===== src/rtl/mc_controller_pkg.sv =====
// rtl/mc_controller_pkg.sv - shared state, opcode, function and mux select codes for the multi-cycle controller
package mc_defs;

    typedef enum logic [2:0] {
        S_FETCH  = 3'd0,
        S_DECODE = 3'd1,
        S_EXEC   = 3'd2,
        S_MEM    = 3'd3,
        S_WB     = 3'd4,
        S_FAULT  = 3'd7
    } state_t;

    localparam logic [5:0] OP_RTYPE = 6'h00;
    localparam logic [5:0] OP_ORI   = 6'h0d;
    localparam logic [5:0] OP_LUI   = 6'h0f;
    localparam logic [5:0] OP_LW    = 6'h23;
    localparam logic [5:0] OP_SW    = 6'h2b;
    localparam logic [5:0] OP_BEQ   = 6'h04;
    localparam logic [5:0] OP_J     = 6'h02;
    localparam logic [5:0] OP_JAL   = 6'h03;

    localparam logic [5:0] FN_ADDU  = 6'h21;
    localparam logic [5:0] FN_SUBU  = 6'h23;
    localparam logic [5:0] FN_SLL   = 6'h00;
    localparam logic [5:0] FN_JR    = 6'h08;

    localparam logic [2:0] ALU_ADD  = 3'b000;
    localparam logic [2:0] ALU_SUB  = 3'b001;
    localparam logic [2:0] ALU_OR   = 3'b010;
    localparam logic [2:0] ALU_SLL  = 3'b011;
    localparam logic [2:0] ALU_LUI  = 3'b100;

    localparam logic [1:0] PC_ALU    = 2'b00;
    localparam logic [1:0] PC_ALUOUT = 2'b01;
    localparam logic [1:0] PC_JUMP   = 2'b10;
    localparam logic [1:0] PC_RS     = 2'b11;

    localparam logic [1:0] A_PC = 2'b00;
    localparam logic [1:0] A_RS = 2'b01;
    localparam logic [1:0] A_RT = 2'b10;

    localparam logic [1:0] B_RT    = 2'b00;
    localparam logic [1:0] B_FOUR  = 2'b01;
    localparam logic [1:0] B_IMM   = 2'b10;
    localparam logic [1:0] B_IMMSH = 2'b11;

    localparam logic [1:0] RD_RT = 2'b00;
    localparam logic [1:0] RD_RD = 2'b01;
    localparam logic [1:0] RD_RA = 2'b10;

    localparam logic [2:0] M2R_ALUOUT = 3'b000;
    localparam logic [2:0] M2R_MDR    = 3'b001;
    localparam logic [2:0] M2R_PC     = 3'b010;

    // Bit positions of the one-hot instruction class vector.
    localparam int NCLASS  = 11;
    localparam int CL_ADDU = 0;
    localparam int CL_SUBU = 1;
    localparam int CL_SLL  = 2;
    localparam int CL_JR   = 3;
    localparam int CL_ORI  = 4;
    localparam int CL_LUI  = 5;
    localparam int CL_LW   = 6;
    localparam int CL_SW   = 7;
    localparam int CL_BEQ  = 8;
    localparam int CL_J    = 9;
    localparam int CL_JAL  = 10;

endpackage


===== src/rtl/mc_decode.sv =====
// rtl/mc_decode.sv - combinational op/funct to one-hot instruction class decoder
//   op, funct  : instruction register fields
//   instrClass : one-hot class, all zero when unsupported
//   legal      : set when op/funct is a supported instruction
module mc_decode
    import mc_defs::*;
(
    input  logic [5:0]        op,
    input  logic [5:0]        funct,
    output logic [NCLASS-1:0] instrClass,
    output logic              legal
);

    always_comb begin
        instrClass = '0;
        case (op)
            OP_RTYPE: begin
                case (funct)
                    FN_ADDU: instrClass[CL_ADDU] = 1'b1;
                    FN_SUBU: instrClass[CL_SUBU] = 1'b1;
                    FN_SLL:  instrClass[CL_SLL]  = 1'b1;
                    FN_JR:   instrClass[CL_JR]   = 1'b1;
                    default: ;
                endcase
            end
            OP_ORI:  instrClass[CL_ORI] = 1'b1;
            OP_LUI:  instrClass[CL_LUI] = 1'b1;
            OP_LW:   instrClass[CL_LW]  = 1'b1;
            OP_SW:   instrClass[CL_SW]  = 1'b1;
            OP_BEQ:  instrClass[CL_BEQ] = 1'b1;
            OP_J:    instrClass[CL_J]   = 1'b1;
            OP_JAL:  instrClass[CL_JAL] = 1'b1;
            default: ;
        endcase
        legal = |instrClass;
    end

endmodule


===== src/rtl/mc_controller.sv =====
// rtl/mc_controller.sv - multi-cycle MIPS control FSM with memory wait timeout, fault and retire counter
//   clk, reset         : clock, synchronous active-high reset
//   op, funct, zero    : IR fields and ALU zero flag
//   mem_ready          : memory completes the current access this cycle
//   pcWrite..aluControl: datapath enables and mux selects
//   state              : current FSM state code
//   instr_done, retired: retirement pulse and wrapping retire count
//   fault              : sticky illegal-instruction / timeout flag
module mc_controller
    import mc_defs::*;
#(
    parameter int CNT_W       = 32,
    parameter int WAIT_W      = 8,
    parameter int MEM_TIMEOUT = 16
) (
    input  logic             clk,
    input  logic             reset,
    input  logic [5:0]       op,
    input  logic [5:0]       funct,
    input  logic             zero,
    input  logic             mem_ready,
    output logic             pcWrite,
    output logic [1:0]       pcSrc,
    output logic             iorD,
    output logic             memRead,
    output logic             memWrite,
    output logic             irWrite,
    output logic             regWrite,
    output logic [1:0]       regDst,
    output logic [2:0]       memtoReg,
    output logic [1:0]       aluSrcA,
    output logic [1:0]       aluSrcB,
    output logic             extOp,
    output logic [2:0]       aluControl,
    output logic [2:0]       state,
    output logic             instr_done,
    output logic [CNT_W-1:0] retired,
    output logic             fault
);

    localparam bit               TIMEOUT_EN = (MEM_TIMEOUT != 0);
    localparam logic [WAIT_W-1:0] WAIT_LAST = WAIT_W'(MEM_TIMEOUT - 1);

    state_t             curState;
    state_t             nextState;
    logic [NCLASS-1:0]  cls;
    logic               legal;
    logic               isRAlu;
    logic               retireNow;
    logic               timeoutHit;
    logic [WAIT_W-1:0]  waitCnt;
    logic [CNT_W-1:0]   retiredCnt;

    mc_decode uDecode (
        .op         (op),
        .funct      (funct),
        .instrClass (cls),
        .legal      (legal)
    );

    assign isRAlu     = cls[CL_ADDU] | cls[CL_SUBU] | cls[CL_SLL];
    // A ready in the last allowed cycle still completes normally.
    assign timeoutHit = TIMEOUT_EN && !mem_ready && (waitCnt == WAIT_LAST);

    always_ff @(posedge clk) begin
        if (reset) begin
            curState <= S_FETCH;
        end else begin
            curState <= nextState;
        end
    end

    always_comb begin
        nextState = curState;
        retireNow = 1'b0;
        case (curState)
            S_FETCH: begin
                if (mem_ready) begin
                    nextState = S_DECODE;
                end else if (timeoutHit) begin
                    nextState = S_FAULT;
                end
            end
            S_DECODE: begin
                if (!legal) begin
                    nextState = S_FAULT;
                end else if (cls[CL_J] | cls[CL_JAL]) begin
                    nextState = S_FETCH;
                    retireNow = 1'b1;
                end else begin
                    nextState = S_EXEC;
                end
            end
            S_EXEC: begin
                if (cls[CL_BEQ] | cls[CL_JR]) begin
                    nextState = S_FETCH;
                    retireNow = 1'b1;
                end else if (cls[CL_LW] | cls[CL_SW]) begin
                    nextState = S_MEM;
                end else begin
                    nextState = S_WB;
                end
            end
            S_MEM: begin
                if (mem_ready) begin
                    if (cls[CL_LW]) begin
                        nextState = S_WB;
                    end else begin
                        nextState = S_FETCH;
                        retireNow = 1'b1;
                    end
                end else if (timeoutHit) begin
                    nextState = S_FAULT;
                end
            end
            S_WB: begin
                nextState = S_FETCH;
                retireNow = 1'b1;
            end
            S_FAULT: nextState = S_FAULT;
            default: nextState = S_FAULT;
        endcase
    end

    always_ff @(posedge clk) begin
        if (reset) begin
            waitCnt    <= '0;
            retiredCnt <= '0;
        end else begin
            if (nextState != curState) begin
                waitCnt <= '0;
            end else if ((curState == S_FETCH || curState == S_MEM) && !mem_ready) begin
                waitCnt <= waitCnt + WAIT_W'(1);
            end
            if (retireNow) begin
                retiredCnt <= retiredCnt + CNT_W'(1);
            end
        end
    end

    always_comb begin
        pcWrite    = 1'b0;
        pcSrc      = PC_ALU;
        iorD       = 1'b0;
        memRead    = 1'b0;
        memWrite   = 1'b0;
        irWrite    = 1'b0;
        regWrite   = 1'b0;
        regDst     = RD_RT;
        memtoReg   = M2R_ALUOUT;
        aluSrcA    = A_PC;
        aluSrcB    = B_RT;
        extOp      = 1'b0;
        aluControl = ALU_ADD;
        case (curState)
            S_FETCH: begin
                memRead = 1'b1;
                aluSrcB = B_FOUR;
                if (mem_ready) begin
                    irWrite = 1'b1;
                    pcWrite = 1'b1;
                end
            end
            S_DECODE: begin
                // Branch target is computed here speculatively into ALUOut.
                aluSrcB = B_IMMSH;
                extOp   = 1'b1;
                if (cls[CL_J] | cls[CL_JAL]) begin
                    pcWrite = 1'b1;
                    pcSrc   = PC_JUMP;
                end
                if (cls[CL_JAL]) begin
                    regWrite = 1'b1;
                    regDst   = RD_RA;
                    memtoReg = M2R_PC;
                end
            end
            S_EXEC: begin
                if (isRAlu) begin
                    aluSrcA    = cls[CL_SLL] ? A_RT : A_RS;
                    aluControl = cls[CL_SLL] ? ALU_SLL : (cls[CL_SUBU] ? ALU_SUB : ALU_ADD);
                end
                if (cls[CL_ORI]) begin
                    aluSrcA    = A_RS;
                    aluSrcB    = B_IMM;
                    aluControl = ALU_OR;
                end
                if (cls[CL_LUI]) begin
                    aluSrcB    = B_IMM;
                    aluControl = ALU_LUI;
                end
                if (cls[CL_LW] | cls[CL_SW]) begin
                    aluSrcA = A_RS;
                    aluSrcB = B_IMM;
                    extOp   = 1'b1;
                end
                if (cls[CL_BEQ]) begin
                    aluSrcA    = A_RS;
                    aluControl = ALU_SUB;
                    pcWrite    = zero;
                    pcSrc      = PC_ALUOUT;
                end
                if (cls[CL_JR]) begin
                    pcWrite = 1'b1;
                    pcSrc   = PC_RS;
                end
            end
            S_MEM: begin
                iorD     = 1'b1;
                memRead  = cls[CL_LW];
                memWrite = cls[CL_SW];
            end
            S_WB: begin
                regWrite = 1'b1;
                regDst   = isRAlu ? RD_RD : RD_RT;
                memtoReg = cls[CL_LW] ? M2R_MDR : M2R_ALUOUT;
            end
            default: ;
        endcase
        // Nothing may be written while reset is asserted, whatever state we are in.
        if (reset) begin
            pcWrite  = 1'b0;
            irWrite  = 1'b0;
            regWrite = 1'b0;
            memRead  = 1'b0;
            memWrite = 1'b0;
        end
    end

    assign state      = curState;
    assign fault      = (curState == S_FAULT);
    assign instr_done = retireNow & ~reset;
    assign retired    = retiredCnt;

endmodule


===== config.mk =====
export PLATFORM = sky130hd
export DESIGN_NAME = mc_controller
export DESIGN_NICKNAME = d
export VERILOG_FILES = /design/src/rtl/mc_controller_pkg.sv /design/src/rtl/mc_decode.sv /design/src/rtl/mc_controller.sv
export SDC_FILE = /design/constraint.sdc
export NUM_CORES = 1
export LEC_CHECK = 0
export BUFFER_PORTS_ARGS = -buffer_cell sky130_fd_sc_hd__buf_4
export CAP_MARGIN = 20
export CORE_MARGIN = 1
export CORE_UTILIZATION = 40
export CTS_CLUSTER_DIAMETER = 40
export CTS_CLUSTER_SIZE = 12
export DETAILED_ROUTE_END_ITERATION = 8
export GPL_TIMING_DRIVEN = 0
export PLACE_DENSITY = 0.64
export SLEW_MARGIN = 20
export SYNTH_ARGS = -nofsm -noshare
export SYNTH_HDL_FRONTEND = slang
export SYNTH_SLANG_ARGS = --single-unit

===== constraint.sdc =====
create_clock -name clk -period 3.15 [get_ports clk]
set_input_delay 0.4725 -clock clk [delete_from_list [all_inputs] [get_ports clk]]
set_output_delay 0.4725 -clock clk [all_outputs]
set_load 0.01 [all_outputs]

# Word-level counts from Yosys, hierarchy flattened
# Index checks and enable logic that the tools add are counted.
[totals]
register_bits = 43
out_inout_bits = 58
[classes]
n_addsub = 2
eq_ne = 17
mux = 71
n_bitwise = 7
reduce_logical = 9
[ops]
columns = ["cell", "count"]
rows = [
  ["two-way mux 1 bit", 33],
  ["two-way mux 3 bit", 11],
  ["adder 32 x 1 -> 32 bit, second input constant", 1],
  ["two-way mux 2 bit", 16],
  ["== test 6 bit, second input constant", 4],
  ["== test 6 x 4 -> 1 bit, second input constant", 3],
  ["one-hot mux 3 bit (5 select lines)", 1],
  ["== test 6 x 2 -> 1 bit, second input constant", 2],
  ["logical NOT 6 bit", 2],
  ["one-hot mux 2 bit (2 select lines)", 3],
  ["OR reduction 11 bit", 1],
  ["adder 8 x 1 -> 8 bit, second input constant", 1],
  ["== test 8 x 4 -> 1 bit, second input constant", 1],
  ["== test 3 x 2 -> 1 bit, second input constant", 2],
  ["== test 3 bit, second input constant", 2],
  ["== test 6 x 3 -> 1 bit, second input constant", 1],
  ["one-hot mux 1 bit (2 select lines)", 3],
  ["one-hot mux 2 bit (3 select lines)", 1],
  ["OR 1 bit", 5],
  ["two-way mux 4 bit", 1],
  ["one-hot mux 1 bit (4 select lines)", 1],
  ["== test 3 x 1 -> 1 bit, second input constant", 1],
  ["logical NOT 3 bit", 1],
  ["!= test 3 bit", 1],
  ["7 further kinds", 8],
]

# Logic depth before layout (Yosys ltp)
# Gate-level depths: netlist of the first run.
[logic_depth]
ltp_word = 10
mapped_depth = 9

# Cells and area by module
# A second synthesis of the first run with hierarchy kept.
[hier_totals]
hier_cells = 355
area_unflattened_um2 = 2829.0
[by_module_without_submodules]
columns = ["module", "instances", "cells_per_inst", "area_per_inst_um2"]
rows = [
  ["mc_controller", 1, 321, 2612.5],
  ["mc_decode", 1, 34, 216.5],
]

# Worst setup path after synthesis of the first run
# No wires, ideal clock.
[synth_timing]
kind = "input-to-output"
startpoint = "input port op[3]"
endpoint = "output port instr_done"
arrival_time_ns = 1.973
slack_ns = 0.705
path_stages = 7
n_path_buf = 2
path_cell_list = "buf_2 -> nor4_2 -> nand4_1 -> a21oi_2 -> or2_2 -> buf_2 -> nor2b_1"
[synth_via]
elab_chain_len = 7
word_cells_on_any_way = 26
cone_classes = "eq/ne (7); mux (14); bitwise (3); reduce/logical (2)"
[synth_rtl]
columns = ["item", "line_no", "rtl"]
rows = [
  ["from (decl)", "mc_controller.sv:18", "input logic [5:0] op,"],
  ["== test 6 x 2 -> 1 bit", "mc_decode.sv:16", "case (op)"],
  ["two-way mux 1 bit", "mc_decode.sv:16", ""],
  ["OR 1 bit", "mc_controller.sv:87", "end else if (cls[CL_J] | cls[CL_JAL]) begin"],
  ["two-way mux 1 bit", "mc_controller.sv:87", ""],
  ["two-way mux 1 bit", "mc_controller.sv:85", "if (!legal) begin"],
  ["one-hot mux 1 bit (4 select lines) *", "mc_controller.sv:76", "case (curState)"],
  ["bitwise AND 1 bit *", "mc_controller.sv:232", "assign instr_done = retireNow & ~reset;"],
  ["to (decl)", "mc_controller.sv:36", "output logic instr_done,"],
]
# Mark *: on every way between the ends. The rest lies on a longest branch, timed or not.

# Worst setup path after layout of the first run
[layout_timing]
startpoint = "register curState[2] (netlist: state[2])"
endpoint = "output port instr_done"
[layout_via]
elab_chain_len = 3
word_cells_on_any_way = 6
cone_classes = "eq/ne (4); mux (1); bitwise (1)"
[layout_rtl]
columns = ["item", "line_no", "rtl"]
rows = [
  ["from (decl)", "mc_controller.sv:44", "state_t curState;"],
  ["from (signal assigned)", "mc_controller.sv:69", "curState <= nextState;"],
  ["== test 3 bit, or another cell as far along", "mc_controller.sv:76", ""],
  ["one-hot mux 1 bit (4 select lines) *", "mc_controller.sv:76", ""],
  ["bitwise AND 1 bit *", "mc_controller.sv:232", ""],
]
# Marks and branches as above.

==> results of run 1 <==
==> worst min-delay path by stage <==
stage	start	slack, ns	to
floorplan	waitCnt[7]	0.47	waitCnt[7]
global placement	retired[30]	0.49	retired[30]
detailed placement	retired[30]	0.50	retired[30]
CTS	mem_ready	0.50	state[0]
global route	mem_ready	0.52	state[0]
finish	mem_ready	0.50	state[0]
==> power by group through the flow <==
| stage | combinational [mW] | sequential [mW] | clock [mW] |
|---|---|---|---|
| finish | 0.565 | 0.613 | 0.342 |
| detailed placement | 0.567 | 0.625 | 0 |
| global route | 0.627 | 0.620 | 0.377 |
| floorplan | 0.366 | 0.624 | 0 |
| CTS | 0.569 | 0.613 | 0.357 |
| global placement | 0.563 | 0.627 | 0 |
==> layout by cell type, fill, tap and decap left out, types with 4 or more instances in the layout <==
cell,count
a21oi_1,15
and3_1,7
buf_2,5
buf_4,73
clkbuf_1,5
clkbuf_8,5
dfxtp_1,43
inv_1,11
nand2_1,25
nand2b_1,5
nand3_1,15
nand3b_1,4
nand4_1,7
nor2_1,50
nor2b_1,9
nor3_1,19
nor3_2,5
o21ai_0,10
or3_1,8
xnor2_1,20
xor2_1,11
==> flip-flops by register name, summed over array words and instances, names as in the netlist <==
register	flops
retired	32
state	3
waitCnt	8
==> critical path: cells and delay by family (launching register included) <==
family	cells	cell delay [ns]
flops	1	0.49
buf+inv	2	0.34
simple gates	5	1.28
==> cell families (layout without fill, tap and decap cells) <==
group           count (synthesis)  in the layout  synth area share (%)
xor+xnor                       31             31                  10.7
buf+inv                        26            104                  4.94
flops                          43             43                  34.0
other cells                     1              1                 0.148
compound gates                 41             41                  10.1
fa+ha+maj                       2              2                 0.988
simple gates                  176            176                  37.4
mux                             4              4                  1.73
==> per-layer routing <==
| metal | part of all wire (%) | track usage, % | vias up |
|---|---|---|---|
| met5 | 0 | 0 | - |
| met4 | 0.77 | 4.74 | 0 |
| met3 | 5.3 | 3.67 | 5 |
| met2 | 45 | 31.9 | 64 |
| met1 | 49 | 26.4 | 1146 |
| li1 | - | - | 1273 |
==> Yosys cell counts (2+ instances only) <==
cell type,count,area share (%)
nor2_1,50,7.4
dfxtp_1,43,34
nand2_1,25,3.7
xnor2_1,20,6.9
nor3_1,19,3.8
a21oi_1,15,3.0
nand3_1,15,3.0
inv_1,11,1.6
xor2_1,11,3.8
o21ai_0,10,2.0
nor2b_1,9,2.2
or3_1,8,2.0
and3_1,7,1.7
nand4_1,7,1.7
buf_2,5,0.99
nand2b_1,5,1.2
nor3_2,5,2.0
clkbuf_1,4,0.59
nand3b_1,4,1.2
a31oi_1,3,0.74
and2_1,3,0.74
buf_4,3,0.89
mux2i_1,3,1.2
nor4_1,3,0.74
nor4_2,3,1.5
a21boi_0,2,0.59
and4_1,2,0.69
clkbuf_2,2,0.40
ha_1,2,0.99
nor3b_1,2,0.59
o21ai_2,2,0.69
or2_2,2,0.49
==> cell type report <==
type | count | share of cell area [%]
Sequential cell | 43 | 26.6
Inverter | 11 | 1.28
Tap cell | 75 | 2.90
Buffer | 15 | 2.59
Clock inverter | 2 | 0.387
Clock buffer | 6 | 2.24
Timing Repair Buffer | 70 | 16.2
Multi-Input combinational cell | 255 | 47.8
==> key figures, run 1 <==
Worst setup path
  • Worst setup EP type: output port
  • FF-to-FF setup slack: ~0.59 ns
  • Worst setup path category: reg2out
  • Worst Reg-to-Reg Cells: 8
  • Crit-path cells: nor3b_1 > and4b_1 > or3_1 > or2_2 > buf_2 > nor2b_1 > buf_4
  • CP Launch Type: flop
  • FF-to-FF End: waitCnt[3]
  • Slowest stage delay, CP: 0.49 ns
  • CP max FO: 9
  • Slowest cell on crit path: dfxtp_1
  • Worst EP required: between 2 and 3 ns
  • Setup crit end: instr_done
  • Critical R2R Launch: waitCnt[0]
  • CP startpoint: state[2]
  • Critical Path AT: 2.40 ns

Logic synthesis
  • Ys Warns: 0
  • Syn Nets: ~340
  • Post-Synthesis Cells: 324
  • Post-synthesis cell type count: approximately 50
  • Top FF cell, synth: dfxtp_1
  • Post-synth EDFFs: 0
  • Mapped cell area: 2530 um2
  • Seq/Total Area, Yosys: about a third
  • Syn_area_per_cell: around 7.8 um2
  • Flops & latches, synth: 43
  • Synth async-reset ratio: 0%

Power and ir drop
  • Total Power: roughly 1.5 mW
  • Flop pwr share: between 40% and 50%
  • Logic pwr share: ~37%
  • Pint: 0.978 mW
  • Share of power burned in the clock network: between 20 and 25%
  • Peak supply drop: ~300 uV
  • Static Leak: between 1 and 1.5 nW
  • Sw power: roughly 0.54 mW
  • Sw Share: a little over a third
  • PwrDens: between 400 and 500 nW/um2

Clock tree
  • Clock Latency Late Sink: between 0.2 and 0.3 ns
  • Clock transition at path regs: around 0.080 ns
  • CTS Buffer Depth: 2
  • Clock Sinks: 43
  • Total setup buffers inserted after CTS: 0
  • CTS H-Tree Depth: 2
  • CTS Hold Bufs: 0
  • Post-cts sizing count: 0
  • Number of buffers created by CTS: 5
  • CTS tree: built
  • Root buf cell: clkbuf_8

Routing
  • Post-route ant nets: 0
  • Via count: about 2,500
  • DRT Pass-1 Iters: 5
  • Via density per instance: 5.22
  • Wire length per cell: between 10 and 15 um
  • Final wirelength: 6.33 mm
  • DRC violations left: 0
  • Iter 0 DRT Violations: 57

GRT
  • Vias in the first global route: about 2,200
  • Global route total overflow: 0
  • Global-route wire length before repair: about 10 mm
  • Initial antenna violation count: 0
  • Largest net degree at the start of global routing: 14
  • Total GRT Usage: 19.5%

Timing
  • Setup TNS: 0 ns
  • Skew final: 0.00717 ns
  • Min cycle time layout: approximately 2.9 ns
  • Unrepaired setup endpoints after global routing: no
  • Max Transition Viols Final: 0
  • Slew headroom: 47.5%
  • Fmax: 348 MHz
  • # setup viols final: 0
  • Worst Max-Slew Pin Slew: ~0.78 ns
  • Final WS setup: roughly 0.28 ns
  • Fin. Hold Viols: 0
  • Final period util: between 90% and 100%
  • Hold WS: 0.505 ns

Place
  • Placed Cells incl. Taps: roughly 470
  • DP Worst Slack: 0.320 ns
  • GP Congestion: about 0.85
  • Post-DP HPWL: between 4 and 5 mm
  • Port Buf Inserts: 70
  • Area of placed instances: approximately 3200 um2

Finish
  • Nets: approximately 420
  • Antenna diode count: 0
  • Area Growth Syn to Fin: 27.8%
  • Fill count: 597
  • Area of the multi-input gates: approximately 1500 um2
  • Non-filler cells, final: 477
  • Finished layout cell area: around 3200 um2
  • Reg area: about 860 um2
  • Proportion of layout cells with a drive suffix above 1: about a quarter
  • Util after Layout: 53.7%

Floorplan
  • # IOs: 74
  • Initial Utilization: 42.0%
  • Chip Width: ~82 um
  • Placeable Area: between 6000 and 7000 um2
  • Die area: roughly 6700 um2
  • FP Rows: 28
  • Die height: between 80 and 90 um

Status
  • Status: completed

Hold path
  • HP Class: in2reg
  • Worst hold path depth: 3

Job
  • Max Cap Viol: 0
Note: power is estimated with default switching activity, not from simulation.
==> run 2, diff against run 1 <==
--- a/config.mk
+++ b/config.mk
@@ -5,6 +5,7 @@
 export SDC_FILE = /design/constraint.sdc
 export NUM_CORES = 1
 export LEC_CHECK = 0
+export ABC_AREA = 1
 export BUFFER_PORTS_ARGS = -buffer_cell sky130_fd_sc_hd__buf_4
 export CAP_MARGIN = 20
 export CORE_MARGIN = 1
@@ -13,7 +14,8 @@
 export CTS_CLUSTER_SIZE = 12
 export DETAILED_ROUTE_END_ITERATION = 8
 export GPL_TIMING_DRIVEN = 0
-export PLACE_DENSITY = 0.64
+export PLACE_DENSITY = 0.63
+export SKIP_CTS_REPAIR_TIMING = 1
 export SLEW_MARGIN = 20
 export SYNTH_ARGS = -nofsm -noshare
 export SYNTH_HDL_FRONTEND = slang
==> key figures, run 2 <==
Clock tree
  • CTS H-Tree Depth: 2
  • Number of buffers created by CTS: 5
  • CTS Buffer Depth: 2
  • Clock Latency Late Sink: 0.29 ns
  • Clock transition at path regs: around 0.070 ns
  • CTS tree: built
  • Root buf cell: clkbuf_8
  • Clock Sinks: 43

Timing
  • Slew headroom: between 60% and 70%
  • Final period util: 81.3%
  • Fin. Hold Viols: 0
  • Skew final: between 0.01 and 0.015 ns
  • Setup TNS: 0 ns
  • Min cycle time layout: roughly 2.6 ns
  • Max Transition Viols Final: 0
  • Unrepaired setup endpoints after global routing: no
  • Fmax: 390 MHz
  • Worst Max-Slew Pin Slew: about 0.58 ns
  • # setup viols final: 0

Worst setup path
  • Worst setup path category: reg2out
  • CP max FO: 10
  • Worst setup EP type: output port
  • Critical Path AT: roughly 2.1 ns
  • Worst EP required: between 2 and 3 ns
  • CP Launch Type: flop

GRT
  • Global route total overflow: 0
  • Vias in the first global route: between 2,000 and 3,000
  • Largest net degree at the start of global routing: 13
  • Total GRT Usage: 22.9%
  • Global-route wire length before repair: 13.7 mm
  • Initial antenna violation count: 0

Finish
  • Area Growth Syn to Fin: 25.1%
  • Non-filler cells, final: around 670
  • Most frequent cells in the layout: 150 x nand2_1, 90 x nor2_1, 75 x buf_4
  • Number of flip-flops in the largest register: 32
  • Finished layout cell area: roughly 3700 um2
  • Nets: between 500 and 600
  • Proportion of layout cells with a drive suffix above 1: between 10% and 20%
  • Most common cell after layout, fill and taps aside: nand2_1
  • Antenna diode count: 0

Routing
  • Wire length per cell: 12.4 um
  • DRT Pass-1 Iters: 4
  • Iter 0 DRT Violations: 135
  • DRC violations left: 0
  • Post-route ant nets: 0
  • Via count: around 3,200
  • Via density per instance: between 4 and 5
  • Final wirelength: between 8 and 9 mm

Logic synthesis
  • Seq/Total Area, Yosys: 29.4%
  • Syn Nets: approximately 500
  • Post-Synthesis Cells: 490
  • Mapped cell area: 2930 um2
  • Post-synthesis cell type count: 28
  • Top FF cell, synth: dfxtp_1
  • Ys Warns: 0
  • Post-synth top area share: around 29%
  • Flops & latches, synth: 43
  • Synth top cells by count: 150 x nand2_1, 90 x nor2_1, 46 x inv_1, 43 x dfxtp_1, 35 x a21oi_1
  • Post-synth EDFFs: 0
  • Syn_area_per_cell: ~6.0 um2
  • Synth async-reset ratio: 0%
  • Top-count cell post-synth: nand2_1
  • Largest cells by area after synthesis: dfxtp_1 29%, nand2_1 19%, nor2_1 12%, a21oi_1 6.0%, inv_1 5.9%
  • Area leader, netlist: dfxtp_1

Floorplan
  • Chip Width: 87.5 um
  • Die area: between 7000 and 8000 um2
  • FP Rows: 30
  • Placeable Area: approximately 6900 um2
  • Die height: just under 90 um
  • # IOs: 74
  • Initial Utilization: ~42%

Status
  • Status: completed

Place
  • Port Buf Inserts: 71
  • GP Congestion: slightly above 0.9
  • Area of placed instances: 3580 um2
  • Placed Cells incl. Taps: between 600 and 700
  • Post-DP HPWL: between 6 and 7 mm

Hold path
  • HP Class: reg2reg

Power and ir drop
  • Peak supply drop: between 400 and 500 uV
  • PwrDens: approximately 480 nW/um2
  • Static Leak: 1.62 nW

Job
  • Max Cap Viol: 0
## run 2: cell count changes after synthesis, sizes merged, moves of 8 or more
cell and change:
xnor2 -10, nand2 +126, inv +43, nor2 +44, a21oi +20, nand3 +16, or3 -8, nor2b -9
## run 2: cells by family (layout without fill, tap and decap cells)
group | after synthesis | after routing | share of synthesized area [%]
XOR/XNOR | 26 | 26 | 7.78
other | 1 | 1 | 0.128
adder cells (fa/ha/maj) | 2 | 2 | 0.855
flip-flops | 43 | 43 | 29.4
AND/OR/NAND/NOR | 305 | 305 | 43.8
AO/OA/AOI/OAI | 47 | 47 | 8.38
buffers and inverters | 66 | 145 | 9.58
## run 2: final timing paths
path,cells after the start,from,to,slack (ns)
max,10,state[1],instr_done,0.59
min,2,retired[1],retired[1],0.51
min reg2reg,2,retired[1],retired[1],0.51
max reg2reg,9,retired[0],retired[26],1.20
## run 2: metrics by stage
step	worst slack, ns	hold WS (ns)	util [%]	power [mW]
2_1_floorplan	1.10	0.494	-	1.15
4_1_cts	0.573	0.511	52.7	1.77
6_report	0.588	0.507	52.7	1.77
3_5_place_dp	0.651	0.497	51.5	1.43
3_3_place_gp	0.659	0.487	51.5	1.42
5_1_grt	0.376	0.525	52.7	1.89
## run 2: per-layer routing
| metal | GRT usage (%) | routed length, um | share of wire [%] | vias up |
|---|---|---|---|---|
| met2 | 40.3 | 4010 | 49 | 61 |
| met4 | 6.41 | 133 | 1.6 | 0 |
| met3 | 3.51 | 265 | 3.2 | 13 |
| li1 | - | - | - | 1701 |
| met5 | 0 | 0 | 0 | - |
| met1 | 28.9 | 3850 | 47 | 1413 |
## run 2: cell type report
| class | instances | area, um2 |
|---|---|---|
| Timing Repair Buffer | 71 | 533 |
| Fill cell | 780 | 3280 |
| Clock buffer | 7 | 76.3 |
| Sequential cell | 43 | 861 |
| Buffer | 12 | 77.6 |
| Multi-Input combinational cell | 381 | 1780 |
| Inverter | 54 | 203 |
| Clock inverter | 1 | 5.00 |
| Tap cell | 96 | 120 |
## run 2: critical path, stage by stage, from the launching register on
cell,delay (ns)
dfxtp_1,0.48
inv_2,0.10
nor3_2,0.29
inv_2,0.13
nor2_4,0.16
nor2_1,0.08
nand2_4,0.10
buf_4,0.19
nand2_1,0.08
inv_1,0.08
buf_4,0.11
## run 2: power breakdown
| part | total [mW] | switching [mW] | internal (mW) |
|---|---|---|---|
| registers | 0.627 | 0.0537 | 0.574 |
| clock network | 0.349 | 0.193 | 0.156 |
| logic | 0.789 | 0.497 | 0.292 |
| total | 1.77 | 0.744 | 1.02 |
==> run 3, diff against run 2 <==
--- a/config.mk
+++ b/config.mk
@@ -14,7 +14,7 @@
 export CTS_CLUSTER_SIZE = 12
 export DETAILED_ROUTE_END_ITERATION = 8
 export GPL_TIMING_DRIVEN = 0
-export PLACE_DENSITY = 0.63
+export PLACE_DENSITY = 0.65
 export SKIP_CTS_REPAIR_TIMING = 1
 export SLEW_MARGIN = 20
 export SYNTH_ARGS = -nofsm -noshare
==> constraint.sdc (replaced) <==
create_clock -name clk -period 2.31 [get_ports clk]
set_input_delay 0.3465 -clock clk [delete_from_list [all_inputs] [get_ports clk]]
set_output_delay 0.3465 -clock clk [all_outputs]
set_load 0.01 [all_outputs]
==> key figures, run 3 (synthesis results as in run 2) <==
Timing
  • Final period util: between 80% and 90%
  • Skew final: approximately 0.0099 ns
  • Max Transition Viols Final: 0
  • Fmax: 481 MHz
  • Fin. Hold Viols: 0
  • Min cycle time layout: around 2.1 ns
  • Setup TNS: 0 ns
  • Slew headroom: around 61%
  • # setup viols final: 0
  • Unrepaired setup endpoints after global routing: no
  • Worst Max-Slew Pin Slew: 0.584 ns

Worst setup path
  • Worst setup path category: reg2out
  • Worst setup EP type: output port
  • Critical Path AT: around 1.7 ns
  • Worst Reg-to-Reg Cells: 9
  • CP max FO: 7
  • Worst EP required: between 1.5 and 2 ns
  • CP Launch Type: flop

GRT
  • Initial antenna violation count: 0
  • GR Util met3: under 10%
  • GRT busiest layer: met2
  • Vias in the first global route: slightly below 3,000
  • Met1 Track Usage GR: between 20% and 30%
  • Global route total overflow: 0
  • Global-route wire length before repair: 13.4 mm
  • Met2 Use GR: 37.2%
  • Largest net degree at the start of global routing: 13
  • Total GRT Usage: between 20% and 30%

Power and ir drop
  • Logic pwr share: 43.4%
  • Flop pwr share: 34.3%
  • Sw power: slightly above 1 mW
  • PwrDens: 684 nW/um2
  • Peak supply drop: a little under 600 uV
  • Sw Share: 39.9%
  • Share of power burned in the clock network: between 20 and 25%
  • Pint: about 1.5 mW
  • Static Leak: between 1.5 and 2 nW

Floorplan
  • Initial Utilization: approximately 42%
  • # IOs: 74
  • FP Rows: 30
  • Chip Width: 87.5 um
  • Die area: roughly 7700 um2
  • Die height: slightly below 90 um
  • Placeable Area: roughly 6900 um2

Finish
  • Fill count: 747
  • Proportion of layout cells with a drive suffix above 1: about 19%
  • Most frequent cells in the layout: 150 x nand2_1, 88 x nor2_1, 76 x buf_4
  • Number of flip-flops in the largest register: 32
  • Most common cell after layout, fill and taps aside: nand2_1
  • Nets: approximately 590
  • Util after Layout: 53.4%
  • Antenna diode count: 0
  • Finished layout cell area: approximately 3700 um2
  • Area Growth Syn to Fin: 26.9%

Routing
  • DRC violations left: 0
  • Final wirelength: approximately 8.0 mm
  • Via count: 3,238
  • Wire length per cell: around 12 um
  • Post-route ant nets: 0
  • DRT Pass-1 Iters: 4
  • Via density per instance: 4.87
  • Iter 0 DRT Violations: 114

Status
  • Status: completed

Clock tree
  • Clock Latency Late Sink: between 0.2 and 0.3 ns
  • Clock Sinks: 43
  • CTS Buffer Depth: 2
  • CTS tree: built
  • Clock transition at path regs: approximately 0.08 ns
  • Number of buffers created by CTS: 5
  • CTS H-Tree Depth: 2
  • Root buf cell: clkbuf_8

Place
  • Post-DP HPWL: 6.39 mm
  • Area of placed instances: ~3600 um2
  • GP Congestion: about 0.94
  • Port Buf Inserts: between 70 and 80

Job
  • Max Cap Viol: 0

Hold path
  • HP Class: in2reg
  • Worst hold path depth: 2
run 3: cell types whose count changed in the layout (fill, tap and decap cells not counted), moves of 2 or more:
cell,before,now
nor3_4,0,2
dfxtp_1,43,41
nor2_1,90,88
nor3_2,5,3
nor2_2,3,5
run 3: worst max-delay path, stage by stage (launching register included):
cell and delay, ns:
dfxtp_4 0.40, inv_2 0.06, nor3_4 0.20, inv_2 0.07, nor2_2 0.15, inv_2 0.07, nor2_1 0.17, inv_1 0.06
a21oi_1 0.12, buf_4 0.14
run 3: layout make-up:
cell class                      instances  area, um2  share of cell area, %
Timing Repair Buffer                   73        548                   14.8
Tap cell                               96        120                   3.24
Multi-Input combinational cell        381       1800                   48.6
Clock inverter                          1       30.0                  0.809
Sequential cell                        43        866                   23.3
Buffer                                 11       70.1                   1.89
Inverter                               54        203                   5.46
Clock buffer                            6       72.6                   1.96
run 3: power groups by stage:
| stage | combinational (mW) | clock (mW) | sequential (mW) |
|---|---|---|---|
| after floorplan | 0.697 | 0 | 0.873 |
| after global placement | 1.07 | 0 | 0.870 |
| after detailed placement | 1.07 | 0 | 0.869 |
| after CTS | 1.08 | 0.585 | 0.853 |
| after global routing | 1.23 | 0.613 | 0.883 |
| final | 1.10 | 0.566 | 0.870 |
run 3: layer usage:
| metal | vias up | wire (um) |
|---|---|---|
| li1 | 1701 | - |
| met2 | 87 | 3750 |
| met1 | 1431 | 3640 |
| met5 | - | 0 |
| met3 | 19 | 419 |
| met4 | 0 | 235 |
run 3: per-stage QoR:
stage          power (mW)  hold slack (ns)  setup WS [ns]  instances
2_1_floorplan        1.57            0.494          0.406        490
3_3_place_gp         1.94            0.488         0.0659        657
3_5_place_dp         1.94            0.494         0.0628        657
4_1_cts              2.51            0.421         -0.143        664
5_1_grt              2.72            0.461         0.0254        665
6_report             2.54            0.442          0.232        665
run 3: worst paths after layout:
kind | startpoint | endpoint | slack [ns]
setup reg to reg | retired[0] | retired[26] | 0.32
hold reg to reg | retired[31] | retired[31] | 0.50
setup / recovery | state[0] | regWrite | 0.23
hold / removal | reset | retired[1] | 0.44
